--- config.mk ---
export PLATFORM = sky130hd
export DESIGN_NAME = arm_hazard_unit_flat
export DESIGN_NICKNAME = d
export VERILOG_FILES = /design/src/rtl/arm_hazard_pkg.sv /design/src/rtl/arm_hazard_unit_if.sv /design/src/rtl/arm_sat_counter.sv /design/src/rtl/arm_hazard_unit.sv /design/src/flat_wrapper.sv
export SDC_FILE = /design/constraint.sdc
export NUM_CORES = 1
export LEC_CHECK = 0
export BUFFER_PORTS_ARGS = -buffer_cell sky130_fd_sc_hd__buf_4
export CORE_ASPECT_RATIO = 1.1
export CORE_UTILIZATION = 51
export DETAILED_ROUTE_END_ITERATION = 8
export PLACE_DENSITY = 0.8
export SLEW_MARGIN = 0
export SYNTH_ARGS = -nofsm -noshare
export SYNTH_HDL_FRONTEND = slang
export SYNTH_SLANG_ARGS = --single-unit
--- constraint.sdc ---
create_clock -name i_CLK -period 3.5 [get_ports i_CLK]
set_clock_uncertainty 0.05 [all_clocks]
set_input_delay 0.175 -clock i_CLK [delete_from_list [all_inputs] [get_ports i_CLK]]
set_output_delay 0.175 -clock i_CLK [all_outputs]
set_load 0.01 [all_outputs]
--- src/rtl/arm_hazard_pkg.sv ---
// Shared types for the ARM pipeline hazard unit:
// forwarding select encodings and the memory-wait FSM states.
package arm_hazard_pkg;

   typedef enum logic [1:0] {
      FWD_REGFILE   = 2'b00,
      FWD_WRITEBACK = 2'b01,
      FWD_MEMORY    = 2'b10
   } forward_sel_t;

   typedef enum logic {
      RUN      = 1'b0,
      MEM_WAIT = 1'b1
   } hazard_state_t;

endpackage

--- src/rtl/arm_hazard_unit_if.sv ---
// Hazard bus between the datapath/controller (master) and the hazard
// unit (slave): per-stage register/control info in, stall/flush/forward out.
interface arm_hazard_unit_if #(
   parameter int RegAddrWidth = 4,
   parameter int CntWidth     = 32
);
   logic [RegAddrWidth-1:0] i_SrcReg_A_Decode;
   logic [RegAddrWidth-1:0] i_SrcReg_B_Decode;
   logic [RegAddrWidth-1:0] i_SrcReg_A_Execute;
   logic [RegAddrWidth-1:0] i_SrcReg_B_Execute;
   logic [RegAddrWidth-1:0] i_DestReg_Execute;
   logic [RegAddrWidth-1:0] i_DestReg_Memory;
   logic [RegAddrWidth-1:0] i_DestReg_WriteBack;
   logic                    i_Reg_Write_Execute;
   logic                    i_Reg_Write_Memory;
   logic                    i_Reg_Write_WriteBack;
   logic                    i_Mem_To_Reg_Execute;
   logic                    i_PC_Write_Decode;
   logic                    i_PC_Write_Execute;
   logic                    i_PC_Write_Memory;
   logic                    i_PC_Src_WriteBack;
   logic                    i_Branch_Taken_Execute;
   logic                    i_Mem_Req_Memory;
   logic                    i_Mem_Ready;
   logic                    i_Cnt_Clear;
   logic [1:0]              o_Forward_A_Execute;
   logic [1:0]              o_Forward_B_Execute;
   logic                    o_Stall_Fetch;
   logic                    o_Stall_Decode;
   logic                    o_Stall_Execute;
   logic                    o_Stall_Memory;
   logic                    o_Flush_Decode;
   logic                    o_Flush_Execute;
   logic                    o_Flush_WriteBack;
   logic                    o_Mem_Wait;
   logic [CntWidth-1:0]     o_Stall_Count;
   logic [CntWidth-1:0]     o_Flush_Count;

   modport master (
      output i_SrcReg_A_Decode, i_SrcReg_B_Decode,
      output i_SrcReg_A_Execute, i_SrcReg_B_Execute,
      output i_DestReg_Execute, i_DestReg_Memory, i_DestReg_WriteBack,
      output i_Reg_Write_Execute, i_Reg_Write_Memory, i_Reg_Write_WriteBack,
      output i_Mem_To_Reg_Execute,
      output i_PC_Write_Decode, i_PC_Write_Execute, i_PC_Write_Memory,
      output i_PC_Src_WriteBack, i_Branch_Taken_Execute,
      output i_Mem_Req_Memory, i_Mem_Ready, i_Cnt_Clear,
      input  o_Forward_A_Execute, o_Forward_B_Execute,
      input  o_Stall_Fetch, o_Stall_Decode, o_Stall_Execute, o_Stall_Memory,
      input  o_Flush_Decode, o_Flush_Execute, o_Flush_WriteBack,
      input  o_Mem_Wait, o_Stall_Count, o_Flush_Count
   );

   modport slave (
      input  i_SrcReg_A_Decode, i_SrcReg_B_Decode,
      input  i_SrcReg_A_Execute, i_SrcReg_B_Execute,
      input  i_DestReg_Execute, i_DestReg_Memory, i_DestReg_WriteBack,
      input  i_Reg_Write_Execute, i_Reg_Write_Memory, i_Reg_Write_WriteBack,
      input  i_Mem_To_Reg_Execute,
      input  i_PC_Write_Decode, i_PC_Write_Execute, i_PC_Write_Memory,
      input  i_PC_Src_WriteBack, i_Branch_Taken_Execute,
      input  i_Mem_Req_Memory, i_Mem_Ready, i_Cnt_Clear,
      output o_Forward_A_Execute, o_Forward_B_Execute,
      output o_Stall_Fetch, o_Stall_Decode, o_Stall_Execute, o_Stall_Memory,
      output o_Flush_Decode, o_Flush_Execute, o_Flush_WriteBack,
      output o_Mem_Wait, o_Stall_Count, o_Flush_Count
   );
endinterface

--- src/rtl/arm_sat_counter.sv ---
// Saturating up-counter with synchronous reset and clear.
// Ports: i_CLK, i_RESET (sync, high), i_Clear, i_Inc, o_Count.
module arm_sat_counter #(
   parameter int Width = 32
) (
   input  logic             i_CLK,
   input  logic             i_RESET,
   input  logic             i_Clear,
   input  logic             i_Inc,
   output logic [Width-1:0] o_Count
);
   logic [Width-1:0] count_q;
   logic [Width-1:0] count_d;

   // clear beats increment; increment stops at all-ones
   always_comb begin
      count_d = count_q;
      if (i_Clear)
         count_d = '0;
      else if (i_Inc && (count_q != {Width{1'b1}}))
         count_d = count_q + Width'(1);
   end

   always_ff @(posedge i_CLK) begin
      if (i_RESET)
         count_q <= '0;
      else
         count_q <= count_d;
   end

   assign o_Count = count_q;
endmodule

--- src/rtl/arm_hazard_unit.sv ---
// Pipeline hazard control: forwarding, load-use/PC stalls, flushes,
// memory-wait freeze FSM and stall/flush counters. Ports: i_CLK, i_RESET, hz.
module arm_hazard_unit
   import arm_hazard_pkg::*;
#(
   parameter int RegAddrWidth = 4,
   parameter int PCReg        = 15,
   parameter int CntWidth     = 32
) (
   input  logic          i_CLK,
   input  logic          i_RESET,
   arm_hazard_unit_if.slave hz
);
   localparam logic [RegAddrWidth-1:0] PcIdx = RegAddrWidth'(PCReg);

   hazard_state_t state_q;
   hazard_state_t state_d;
   logic          ld_stall;
   logic          pc_pend;
   logic          freeze;
   logic          stall_cnt_inc;
   logic          flush_cnt_inc;
   forward_sel_t  fwd_a;
   forward_sel_t  fwd_b;

   // Memory result wins over WriteBack; PC reads are never forwarded.
   function automatic forward_sel_t fwd_sel(
      input logic [RegAddrWidth-1:0] src
   );
      if (src == PcIdx)
         return FWD_REGFILE;
      if (hz.i_Reg_Write_Memory && (src == hz.i_DestReg_Memory))
         return FWD_MEMORY;
      if (hz.i_Reg_Write_WriteBack && (src == hz.i_DestReg_WriteBack))
         return FWD_WRITEBACK;
      return FWD_REGFILE;
   endfunction

   assign fwd_a = fwd_sel(hz.i_SrcReg_A_Execute);
   assign fwd_b = fwd_sel(hz.i_SrcReg_B_Execute);

   assign ld_stall = ((hz.i_SrcReg_A_Decode == hz.i_DestReg_Execute) ||
                      (hz.i_SrcReg_B_Decode == hz.i_DestReg_Execute)) &&
                     hz.i_Mem_To_Reg_Execute && hz.i_Reg_Write_Execute;
   assign pc_pend  = hz.i_PC_Write_Decode || hz.i_PC_Write_Execute ||
                     hz.i_PC_Write_Memory;
   assign freeze   = hz.i_Mem_Req_Memory && !hz.i_Mem_Ready;

   always_comb begin
      hz.o_Forward_A_Execute = FWD_REGFILE;
      hz.o_Forward_B_Execute = FWD_REGFILE;
      hz.o_Stall_Fetch       = 1'b0;
      hz.o_Stall_Decode      = 1'b0;
      hz.o_Stall_Execute     = 1'b0;
      hz.o_Stall_Memory      = 1'b0;
      hz.o_Flush_Decode      = 1'b0;
      hz.o_Flush_Execute     = 1'b0;
      hz.o_Flush_WriteBack   = 1'b0;
      if (i_RESET) begin
         hz.o_Flush_Decode    = 1'b1;
         hz.o_Flush_Execute   = 1'b1;
         hz.o_Flush_WriteBack = 1'b1;
      end else if (freeze) begin
         // hold everything; bubble WB so the held instr retires once
         hz.o_Forward_A_Execute = fwd_a;
         hz.o_Forward_B_Execute = fwd_b;
         hz.o_Stall_Fetch       = 1'b1;
         hz.o_Stall_Decode      = 1'b1;
         hz.o_Stall_Execute     = 1'b1;
         hz.o_Stall_Memory      = 1'b1;
         hz.o_Flush_WriteBack   = 1'b1;
      end else begin
         hz.o_Forward_A_Execute = fwd_a;
         hz.o_Forward_B_Execute = fwd_b;
         hz.o_Stall_Fetch       = ld_stall || pc_pend;
         hz.o_Stall_Decode      = ld_stall;
         hz.o_Flush_Decode      = pc_pend || hz.i_PC_Src_WriteBack ||
                                  hz.i_Branch_Taken_Execute;
         hz.o_Flush_Execute     = ld_stall || hz.i_Branch_Taken_Execute;
      end
   end

   always_comb begin
      state_d = state_q;
      unique case (state_q)
         RUN:      if (freeze) state_d = MEM_WAIT;
         MEM_WAIT: if (hz.i_Mem_Ready || !hz.i_Mem_Req_Memory) state_d = RUN;
         default:  state_d = RUN;
      endcase
   end

   always_ff @(posedge i_CLK) begin
      if (i_RESET)
         state_q <= RUN;
      else
         state_q <= state_d;
   end

   assign hz.o_Mem_Wait = (state_q == MEM_WAIT);

   assign stall_cnt_inc = hz.o_Stall_Fetch;
   assign flush_cnt_inc = hz.i_Branch_Taken_Execute && !freeze;

   arm_sat_counter #(.Width(CntWidth)) u_stall_cnt (
      .i_CLK   (i_CLK),
      .i_RESET (i_RESET),
      .i_Clear (hz.i_Cnt_Clear),
      .i_Inc   (stall_cnt_inc),
      .o_Count (hz.o_Stall_Count)
   );

   arm_sat_counter #(.Width(CntWidth)) u_flush_cnt (
      .i_CLK   (i_CLK),
      .i_RESET (i_RESET),
      .i_Clear (hz.i_Cnt_Clear),
      .i_Inc   (flush_cnt_inc),
      .o_Count (hz.o_Flush_Count)
   );
endmodule

--- src/flat_wrapper.sv ---
// flat-port wrapper written by rule: the top's interface ports become plain ports
module arm_hazard_unit_flat import arm_hazard_pkg::*;
#(
   parameter int RegAddrWidth = 4,
   parameter int PCReg        = 15,
   parameter int CntWidth     = 32
)
  (i_CLK, i_RESET, hz_i_SrcReg_A_Decode, hz_i_SrcReg_B_Decode, hz_i_SrcReg_A_Execute, hz_i_SrcReg_B_Execute, hz_i_DestReg_Execute, hz_i_DestReg_Memory, hz_i_DestReg_WriteBack, hz_i_Reg_Write_Execute, hz_i_Reg_Write_Memory, hz_i_Reg_Write_WriteBack, hz_i_Mem_To_Reg_Execute, hz_i_PC_Write_Decode, hz_i_PC_Write_Execute, hz_i_PC_Write_Memory, hz_i_PC_Src_WriteBack, hz_i_Branch_Taken_Execute, hz_i_Mem_Req_Memory, hz_i_Mem_Ready, hz_i_Cnt_Clear, hz_o_Forward_A_Execute, hz_o_Forward_B_Execute, hz_o_Stall_Fetch, hz_o_Stall_Decode, hz_o_Stall_Execute, hz_o_Stall_Memory, hz_o_Flush_Decode, hz_o_Flush_Execute, hz_o_Flush_WriteBack, hz_o_Mem_Wait, hz_o_Stall_Count, hz_o_Flush_Count);
  arm_hazard_unit_if #(.RegAddrWidth(RegAddrWidth), .CntWidth(CntWidth)) hz_i ();
  input  logic i_CLK;
  input  logic i_RESET;
  input wire logic [$bits(hz_i.i_SrcReg_A_Decode)-1:0] hz_i_SrcReg_A_Decode;
  input wire logic [$bits(hz_i.i_SrcReg_B_Decode)-1:0] hz_i_SrcReg_B_Decode;
  input wire logic [$bits(hz_i.i_SrcReg_A_Execute)-1:0] hz_i_SrcReg_A_Execute;
  input wire logic [$bits(hz_i.i_SrcReg_B_Execute)-1:0] hz_i_SrcReg_B_Execute;
  input wire logic [$bits(hz_i.i_DestReg_Execute)-1:0] hz_i_DestReg_Execute;
  input wire logic [$bits(hz_i.i_DestReg_Memory)-1:0] hz_i_DestReg_Memory;
  input wire logic [$bits(hz_i.i_DestReg_WriteBack)-1:0] hz_i_DestReg_WriteBack;
  input wire logic [$bits(hz_i.i_Reg_Write_Execute)-1:0] hz_i_Reg_Write_Execute;
  input wire logic [$bits(hz_i.i_Reg_Write_Memory)-1:0] hz_i_Reg_Write_Memory;
  input wire logic [$bits(hz_i.i_Reg_Write_WriteBack)-1:0] hz_i_Reg_Write_WriteBack;
  input wire logic [$bits(hz_i.i_Mem_To_Reg_Execute)-1:0] hz_i_Mem_To_Reg_Execute;
  input wire logic [$bits(hz_i.i_PC_Write_Decode)-1:0] hz_i_PC_Write_Decode;
  input wire logic [$bits(hz_i.i_PC_Write_Execute)-1:0] hz_i_PC_Write_Execute;
  input wire logic [$bits(hz_i.i_PC_Write_Memory)-1:0] hz_i_PC_Write_Memory;
  input wire logic [$bits(hz_i.i_PC_Src_WriteBack)-1:0] hz_i_PC_Src_WriteBack;
  input wire logic [$bits(hz_i.i_Branch_Taken_Execute)-1:0] hz_i_Branch_Taken_Execute;
  input wire logic [$bits(hz_i.i_Mem_Req_Memory)-1:0] hz_i_Mem_Req_Memory;
  input wire logic [$bits(hz_i.i_Mem_Ready)-1:0] hz_i_Mem_Ready;
  input wire logic [$bits(hz_i.i_Cnt_Clear)-1:0] hz_i_Cnt_Clear;
  output wire logic [$bits(hz_i.o_Forward_A_Execute)-1:0] hz_o_Forward_A_Execute;
  output wire logic [$bits(hz_i.o_Forward_B_Execute)-1:0] hz_o_Forward_B_Execute;
  output wire logic [$bits(hz_i.o_Stall_Fetch)-1:0] hz_o_Stall_Fetch;
  output wire logic [$bits(hz_i.o_Stall_Decode)-1:0] hz_o_Stall_Decode;
  output wire logic [$bits(hz_i.o_Stall_Execute)-1:0] hz_o_Stall_Execute;
  output wire logic [$bits(hz_i.o_Stall_Memory)-1:0] hz_o_Stall_Memory;
  output wire logic [$bits(hz_i.o_Flush_Decode)-1:0] hz_o_Flush_Decode;
  output wire logic [$bits(hz_i.o_Flush_Execute)-1:0] hz_o_Flush_Execute;
  output wire logic [$bits(hz_i.o_Flush_WriteBack)-1:0] hz_o_Flush_WriteBack;
  output wire logic [$bits(hz_i.o_Mem_Wait)-1:0] hz_o_Mem_Wait;
  output wire logic [$bits(hz_i.o_Stall_Count)-1:0] hz_o_Stall_Count;
  output wire logic [$bits(hz_i.o_Flush_Count)-1:0] hz_o_Flush_Count;
  assign hz_i.i_SrcReg_A_Decode = hz_i_SrcReg_A_Decode;
  assign hz_i.i_SrcReg_B_Decode = hz_i_SrcReg_B_Decode;
  assign hz_i.i_SrcReg_A_Execute = hz_i_SrcReg_A_Execute;
  assign hz_i.i_SrcReg_B_Execute = hz_i_SrcReg_B_Execute;
  assign hz_i.i_DestReg_Execute = hz_i_DestReg_Execute;
  assign hz_i.i_DestReg_Memory = hz_i_DestReg_Memory;
  assign hz_i.i_DestReg_WriteBack = hz_i_DestReg_WriteBack;
  assign hz_i.i_Reg_Write_Execute = hz_i_Reg_Write_Execute;
  assign hz_i.i_Reg_Write_Memory = hz_i_Reg_Write_Memory;
  assign hz_i.i_Reg_Write_WriteBack = hz_i_Reg_Write_WriteBack;
  assign hz_i.i_Mem_To_Reg_Execute = hz_i_Mem_To_Reg_Execute;
  assign hz_i.i_PC_Write_Decode = hz_i_PC_Write_Decode;
  assign hz_i.i_PC_Write_Execute = hz_i_PC_Write_Execute;
  assign hz_i.i_PC_Write_Memory = hz_i_PC_Write_Memory;
  assign hz_i.i_PC_Src_WriteBack = hz_i_PC_Src_WriteBack;
  assign hz_i.i_Branch_Taken_Execute = hz_i_Branch_Taken_Execute;
  assign hz_i.i_Mem_Req_Memory = hz_i_Mem_Req_Memory;
  assign hz_i.i_Mem_Ready = hz_i_Mem_Ready;
  assign hz_i.i_Cnt_Clear = hz_i_Cnt_Clear;
  assign hz_o_Forward_A_Execute = hz_i.o_Forward_A_Execute;
  assign hz_o_Forward_B_Execute = hz_i.o_Forward_B_Execute;
  assign hz_o_Stall_Fetch = hz_i.o_Stall_Fetch;
  assign hz_o_Stall_Decode = hz_i.o_Stall_Decode;
  assign hz_o_Stall_Execute = hz_i.o_Stall_Execute;
  assign hz_o_Stall_Memory = hz_i.o_Stall_Memory;
  assign hz_o_Flush_Decode = hz_i.o_Flush_Decode;
  assign hz_o_Flush_Execute = hz_i.o_Flush_Execute;
  assign hz_o_Flush_WriteBack = hz_i.o_Flush_WriteBack;
  assign hz_o_Mem_Wait = hz_i.o_Mem_Wait;
  assign hz_o_Stall_Count = hz_i.o_Stall_Count;
  assign hz_o_Flush_Count = hz_i.o_Flush_Count;
  arm_hazard_unit #(.RegAddrWidth(RegAddrWidth), .PCReg(PCReg), .CntWidth(CntWidth)) u_core (.i_CLK(i_CLK), .i_RESET(i_RESET), .hz(hz_i));
endmodule
# == Word-level counts from Yosys, hierarchy flattened ==
# Index checks and enable logic that the tools add are counted.
# word_totals
register_bits,65
elab_cells,77
# classes
addsub,2
n_eq_ne,10
mux,39
n_bitwise,1
n_reduce_logical,22
# ops
op,n
$add 32x1->32 const B,2
$ne 32x32->1 const B,2
$mux 2,14
$eq 4x4->1,6
$mux 1,24
$logic_and 1x1->1,10
$eq 4x4->1 const B,2
$logic_or 1x1->1,8
$logic_not 1->1,3
$pmux 1 s2,1
$reduce_or 2->1,1
$not 1->1,1

# == Depth between registers and ports, before layout ==
# Gate-level depths: netlist of run 1.
# logic_depth
ltp_word,10
ltp_mapped,9
ltp_nobuf,7

# == Cells and area by module ==
# Synthesis of run 1 repeated with hierarchy kept, for this count alone.
# hier_totals
cells_unflattened,458
area_unflattened_um2,3683.5
# modules_own_cells
module,n_inst,cells_per_inst,area_each_um2
arm_sat_counter,2,198,1620.3
arm_hazard_unit,1,62,442.9

# == Worst setup path after synthesis of run 1 ==
# Ideal clock, no wire load.
# synth_timing
path_type,reg2reg
startpoint,"reg u_core.u_flush_cnt.count_q[0], in the netlist u_core.u_flush_cnt.o_Count[0]"
endpoint,"reg u_core.u_flush_cnt.count_q[28], in the netlist u_core.u_flush_cnt.o_Count[28]"
setup_ns,0.070
t_arrival_ns,2.416
required_time_ns,3.380
slack_ns,0.963
path_stages_with_launch,9
synth_period_minus_slack_ns,2.537
path_cell_list,dfxtp_1 > ha_1 > nand2_1 > or4_1 > clkbuf_2 > or2_4 > or4b_4 > or3_1 > a21oi_1
# synth_between
elab_chain_cells,2
# synth_rtl
item,line,rtl
"start, declared",arm_sat_counter.sv:12,logic [Width-1:0] count_q;
"start signal, assigned",arm_sat_counter.sv:28,count_q <= count_d;
"parallel branches: the longest is 2 deep, another holds $add 32x1->32",-,
# Several ways; the timed one is not identified.
# A chain may end at the register's enable or synchronous reset.

# == Worst setup path after layout of run 1 ==
# layout_timing
startpoint,"reg u_core.u_flush_cnt.count_q[2], in the netlist u_core.u_flush_cnt.o_Count[2]"
endpoint,"reg u_core.u_flush_cnt.count_q[25], in the netlist u_core.u_flush_cnt.o_Count[25]"
# The elaborated chain is that of the path after synthesis.

==> impl_metrics.yaml, run 1 <==
drt:
  wl_per_cell_um: 15.2
  postRouteAntennaNets: 0
  drc: 0
  drt_iter0_drc: 235
  viasPerCell: 5.81
  dr.pass1.iters: 5
  route.vias.total: 3783
  drt-total-wl_mm: 9.89
critical_path:
  cp.arrival_ps: 2860
  end_kind: "flip-flop"
  critPathKind: "reg2reg"
  crit_chain: "nand3_1, or3b_1, a2111oi_2, nand4_1, xor2_1, nor2_1"
  cp_slowest_cell: "a2111oi_2"
  cp_slowest_stage_delay_ps: 920
  crit_fanout: 9
  crit_required_ps: 3680
  start_kind: "flip-flop"
yosys:
  ys_async_sr_fraction_pct: 0
  ys_top_cells_by_area: "dfxtp_1 (36%), xor2_1 (6.8%), xnor2_1 (5.9%)"
  syn_area_mm2: 0.00359
  syn_avg_cell_area_um2: 7.97
  synth-seq-cells: 65
  syn_inst: 450
  synth_edf_count: 0
  synth_top_area_share_pct: 36.3
  ys_seq_area_share_pct: 36.3
  netlist-cell-type-count: 42
  syn-num-nets: 494
  synth_ff_type: "dfxtp_1"
  synth_warnings: 0
  synth_top_area_cell: "dfxtp_1"
clock_network:
  cts_resized: 0
  numCtsBuffers: 9
  cts_sinks: 65
  clk_path_buf_depth: 2
  clockRootBuffer: "clkbuf_8"
  postCtsSetupRepairBufs: 0
  clk_pin_slew_ps: 70
  cts_max_level: 3
  cts_tree: "yes"
  clock_latency_ps: 350
  cts_hold_buf: 0
layout:
  final_area_mm2: 0.00476
  final_cell_mix: "buf_4 (121), dfxtp_1 (65), nor2_1 (48), nand2_1 (37), nand3_1 (31)"
  final-seq-area_mm2: 0.00130
  layout_commonest_cell: "buf_4"
  insertedDiodeCount: 0
  drive_above_1_share_pct: 25.8
  multiInputGateArea_mm2: 0.00218
  nets: 608
  syn2layout_area_growth_pct: 32.6
  fillCellCount: 554
timing:
  setup_violations: 0
  max_freq_mhz: 372
  hold_viol_final: 0
  rsz0062_at_grt: "false"
  relSlewSlack_pct: 22.9
  drv_slew: 0
  fin_ws_ps: 812
  finalSetupTns_ps: 0
  period_share_pct: 76.8
  whs_ps: 9.13
  layout_min_cycle_time_ps: 2690
  worst_pin_slew_ps: 1150
die:
  initial_core_util_pct: 53.5
  pin_count: 118
  dieHeight_um: 90.0
  die_w_um: 82.0
  die_area_mm2: 0.00738
  core_mm2: 0.00671
  rows: 31
power_and_ir_drop:
  p_per_area_mw_per_mm2: 339
  leakagePower_nw: 1.82
  ir_drop_mv: 0.265
place:
  portBuffers: 117
  place_congestion: 0.887
  pre_cts_slack_ps: 895
  dp_hpwl_mm: 7.26
  placed_area_mm2: 0.00453
global_route:
  antenna_found_initial: 0
  grt_usage_pct: 28.0
  grt_max_degree: 44
  overflow: 0
  grt_pass1_vias: 3502
  grt_pass1_wl_mm: 16.4
flow_run:
  cap_violations: 0
outcome:
  run_status: "finished clean"
hold_path:
  hp-class: "in2reg"
-- power by group --
part           switching, mW  total [mW]  internal (mW)
sequential           0.00248       0.744          0.741
combinational         0.0704       0.133         0.0631
clock                  0.296       0.736          0.440
-- path summary, 6_finish.rpt --
kind,start,to,slack (ps),cells past startpoint
setup / recovery,u_core.u_flush_cnt.o_Count[2]$_SDFFE_PP0P_,u_core.u_flush_cnt.o_Count[25]$_SDFFE_PP0P_,810,6
hold / removal,i_RESET,u_core.hz.o_Mem_Wait$_SDFF_PP0_,9,2
setup reg to reg,u_core.u_flush_cnt.o_Count[2]$_SDFFE_PP0P_,u_core.u_flush_cnt.o_Count[25]$_SDFFE_PP0P_,810,6
hold reg to reg,u_core.u_stall_cnt.o_Count[7]$_SDFFE_PP0P_,u_core.u_stall_cnt.o_Count[7]$_SDFFE_PP0P_,440,2
-- logic make-up (layout without fill, tap and decap cells) --
| family | after synthesis | count (layout) | share of synthesized area, % |
|---|---|---|---|
| flip-flops | 65 | 65 | 36.3 |
| adder cells (fa/ha/maj) | 2 | 2 | 0.697 |
| AND/OR/NAND/NOR | 228 | 228 | 34.2 |
| buffers and inverters | 26 | 145 | 2.86 |
| multiplexers | 2 | 2 | 0.558 |
| AO/OA/AOI/OAI | 75 | 75 | 12.7 |
| XOR/XNOR | 52 | 52 | 12.7 |
-- layout make-up --
| cell class | instances | area share (%) |
|---|---|---|
| multi-input cells | 359 | 45.9 |
| clock inverters | 4 | 1.58 |
| flip-flops and latches | 65 | 27.4 |
| repair buffers | 121 | 19.1 |
| inverters | 8 | 0.631 |
| well taps | 82 | 2.16 |
| clock buffers | 12 | 3.26 |
-- cell usage after synthesis (8+ instances only) --
master     n
nand3_1   31
nand4_1   11
and4_1     8
nor4_1    15
or4_1     16
o21ai_0   21
nor2_1    48
and3_1    11
dfxtp_1   65
nand2_1   37
nor3_1    15
or3_1     17
clkbuf_1  16
o31ai_1   12
xnor2_1   24
xor2_1    28
a21oi_1   27
-- through the flow --
step / total power [mW] / std cells / utilization (%)
2_1_floorplan: 0.822 / 450 / -
3_3_place_gp: 0.891 / 635 / 67.5
3_5_place_dp: 0.894 / 635 / 67.5
4_1_cts: 1.62 / 651 / 70.9
5_1_grt: 1.66 / 651 / 70.9
6_report: 1.61 / 651 / 70.9
-- flip-flops by register name, summed over array words and instances (netlist names) --
register                    cells
u_core.u_stall_cnt.o_Count     32
u_core.u_flush_cnt.o_Count     32
u_core.hz.o_Mem_Wait            1
-- layer usage --
metal / up-vias / GRT usage (%) / share of wire [%] / routed length [um]
met4: 0 / 11.7 / 2.0 / 200
met1: 1780 / 34.7 / 43 / 4210
li1: 1872 / - / - / -
met5: - / 0 / 0 / 0
met3: 16 / 5.69 / 5.1 / 507
met2: 115 / 45.9 / 50 / 4970
-- critical path, delay by kind of cell, from the launching register on --
family,cells,cell delay [ps]
and+or+nand+nor,4,960
DFF,1,420
AOI/OAI and AO/OA,1,920
xor gates and xnor gates,1,190
(Power assumes the default switching activity.)
==> run 2: changes to the inputs <==
ABC_AREA = 1   (was not set)
CORE_UTILIZATION = 54   (was 51)
PLACE_DENSITY = 0.81   (was 0.8)
clock period = 2.6 ns   (was 3.5 ns; I/O delays follow)
==> impl_metrics.yaml, run 2 <==
power_and_ir_drop:
  leakagePower_nw: 2.52
  p_per_area_mw_per_mm2: 365
  power_frac_seq_pct: 46.8
  comb_power_share_pct: 10.4
  ir_drop_mv: 0.244
  p_int_mw: 1.54
  power.switching_mw: 0.599
  swShare_pct: 28.0
  clockPowerShare_pct: 42.8
layout:
  fin_cells: 1056
  final_cell_mix: "nand2_1 (278), nor2_1 (147), buf_4 (120), inv_1 (109), dfxtp_1 (65)"
  syn2layout_area_growth_pct: 23.5
  fillCellCount: 769
  insertedDiodeCount: 0
  drive_above_1_share_pct: 17.8
  finish.utilization_pct: 69.4
  nets: 984
  layout_commonest_cell: "nand2_1"
clock_network:
  numCtsBuffers: 9
  cts_max_level: 3
  clockRootBuffer: "clkbuf_8"
  cts_resized: 0
  cts_sinks: 65
  clk_pin_slew_ps: 80
  cts_tree: "yes"
  clock_latency_ps: 350
  clk_path_buf_depth: 2
yosys:
  synth_top_area_cell: "dfxtp_1"
  synth_edf_count: 0
  synth_top_area_share_pct: 27.4
  syn-num-nets: 874
  syn_area_mm2: 0.00475
  syn_avg_cell_area_um2: 5.72
  ys_top_cells_by_area: "dfxtp_1 (27%), nand2_1 (22%), nor2_1 (12%)"
  synth_common_cells: "nand2_1 (278), nor2_1 (147), inv_1 (109), dfxtp_1 (65), nand3_1 (36)"
  netlist-cell-type-count: 40
  syn_inst: 830
  synth-seq-cells: 65
  synth_ff_type: "dfxtp_1"
  yosysMostFrequentCell: "nand2_1"
  synth_warnings: 0
  ys_seq_area_share_pct: 27.4
  ys_async_sr_fraction_pct: 0
critical_path:
  critPathKind: "reg2reg"
  r2r_start: "u_core.u_flush_cnt.o_Count[0]$_SDFFE_PP0P_"
  cp.arrival_ps: 2320
  r2r_end: "u_core.u_flush_cnt.o_Count[20]$_SDFFE_PP0P_"
  r2r.worst_path.cells: 10
  crit_required_ps: 2750
  r2r_slack_ps: 430
  start_kind: "flip-flop"
  end_kind: "flip-flop"
  crit_fanout: 18
global_route:
  grt_max_degree: 42
  grt_pass1_vias: 5365
  grt_usage_pct: 30.9
  overflow: 0
  antenna_found_initial: 0
  grt_pass1_wl_mm: 23.2
timing:
  period_share_pct: 83.4
  layout_min_cycle_time_ps: 2170
  hold_viol_final: 0
  drv_slew: 0
  finalSetupTns_ps: 0
  rsz0062_at_grt: "false"
  max_freq_mhz: 461
  worst_pin_slew_ps: 1080
  setup_violations: 0
  relSlewSlack_pct: 27.8
  fin_ws_ps: 431
place:
  dp.cells: 1039
  portBuffers: 117
  dp_hpwl_mm: 10.5
  place_congestion: 0.956
  pre_cts_slack_ps: 461
drt:
  viasPerCell: 5.26
  postRouteAntennaNets: 0
  drt-total-wl_mm: 13.9
  drt_iter0_drc: 225
  wl_per_cell_um: 13.1
  dr.pass1.iters: 5
  route.vias.total: 5558
  drc: 0
die:
  initial_core_util_pct: 56.2
  rows: 35
  die_w_um: 91.4
  dieHeight_um: 100
  die_area_mm2: 0.00917
  pin_count: 118
  core_mm2: 0.00845
hold_path:
  hold_end: "u_core.hz.o_Mem_Wait$_SDFF_PP0_"
  min-delay-start: "hz_i_Mem_Ready"
  hp-class: "in2reg"
  hold_depth: 4
flow_run:
  cap_violations: 0
outcome:
  run_status: "finished clean"
[run 2: stage by stage]
stage	instance area [um^2]	total power, mW	hold slack (ps)
2_1_floorplan	4750	1.15	268
4_1_cts	5870	2.14	90.3
5_1_grt	5870	2.21	152
6_report	5870	2.14	105
3_5_place_dp	5660	1.24	348
3_3_place_gp	5660	1.24	347
[run 2: logic make-up (layout without fill, tap and decap cells)]
logic type / after synthesis / in the layout / share of synthesized area (%)
xor+xnor: 20 / 20 / 3.69
flops: 65 / 65 / 27.4
compound gates: 55 / 55 / 6.45
fa+ha+maj: 2 / 2 / 0.527
buf+inv: 137 / 252 / 11.9
simple gates: 551 / 551 / 50.0
[run 2: final cells by class]
class / count / area, um^2 / share of cell area, %
clock inverter: 7 / 77.6 / 1.32
clock buffer: 9 / 124 / 2.11
inverter: 115 / 432 / 7.36
tap: 111 / 139 / 2.37
multi-input combinational: 628 / 2880 / 49.1
sequential: 65 / 1300 / 22.2
timing repair buffer: 121 / 911 / 15.5
[run 2: layer usage]
layer / vias to the layer above / track usage, % / routed length (um)
li1: 2810 / - / -
met1: 2512 / 33.3 / 5560
met2: 193 / 58.8 / 7190
met3: 43 / 4.09 / 674
met4: 0 / 15.9 / 446
met5: - / 0 / 0
[run 2: worst max path at each step]
stage                                                           from                                           to  slack (ps)  depth (start not counted)
after floorplan           u_core.u_stall_cnt.o_Count[0]$_SDFFE_PP0P_   u_core.u_stall_cnt.o_Count[2]$_SDFFE_PP0P_         820                         13
after global placement    u_core.u_flush_cnt.o_Count[0]$_SDFFE_PP0P_  u_core.u_flush_cnt.o_Count[20]$_SDFFE_PP0P_         490                         10
after detailed placement  u_core.u_flush_cnt.o_Count[0]$_SDFFE_PP0P_  u_core.u_flush_cnt.o_Count[20]$_SDFFE_PP0P_         460                         10
after CTS                 u_core.u_flush_cnt.o_Count[0]$_SDFFE_PP0P_  u_core.u_flush_cnt.o_Count[20]$_SDFFE_PP0P_         450                         10
after global routing      u_core.u_flush_cnt.o_Count[0]$_SDFFE_PP0P_  u_core.u_flush_cnt.o_Count[17]$_SDFFE_PP0P_         300                         10
final                     u_core.u_flush_cnt.o_Count[0]$_SDFFE_PP0P_  u_core.u_flush_cnt.o_Count[20]$_SDFFE_PP0P_         430                         10
[run 2: power groups by stage]
| stage | clock network [mW] | logic (mW) | registers [mW] |
|---|---|---|---|
| final | 0.915 | 0.223 | 1.00 |
| after global routing | 0.964 | 0.246 | 1.00 |
| after CTS | 0.922 | 0.221 | 1.00 |
| after detailed placement | 0 | 0.219 | 1.02 |
| after global placement | 0 | 0.213 | 1.02 |
| after floorplan | 0 | 0.124 | 1.03 |
[run 2: critical path, cell delays in order (launching register included)]
cell and delay, ps:
dfxtp_1 410, ha_1 270, inv_2 80, nor2_2 180
nand2_2 110, nor2_2 240, a21boi_2 170, buf_4 230
nand2_1 110, nand2_1 50, nor3b_1 130
[run 2: timing repair]
action,4_1_cts,5_1_grt
hold endpoints to repair,1,0
hold buffers,1,0
setup buffers,0,0
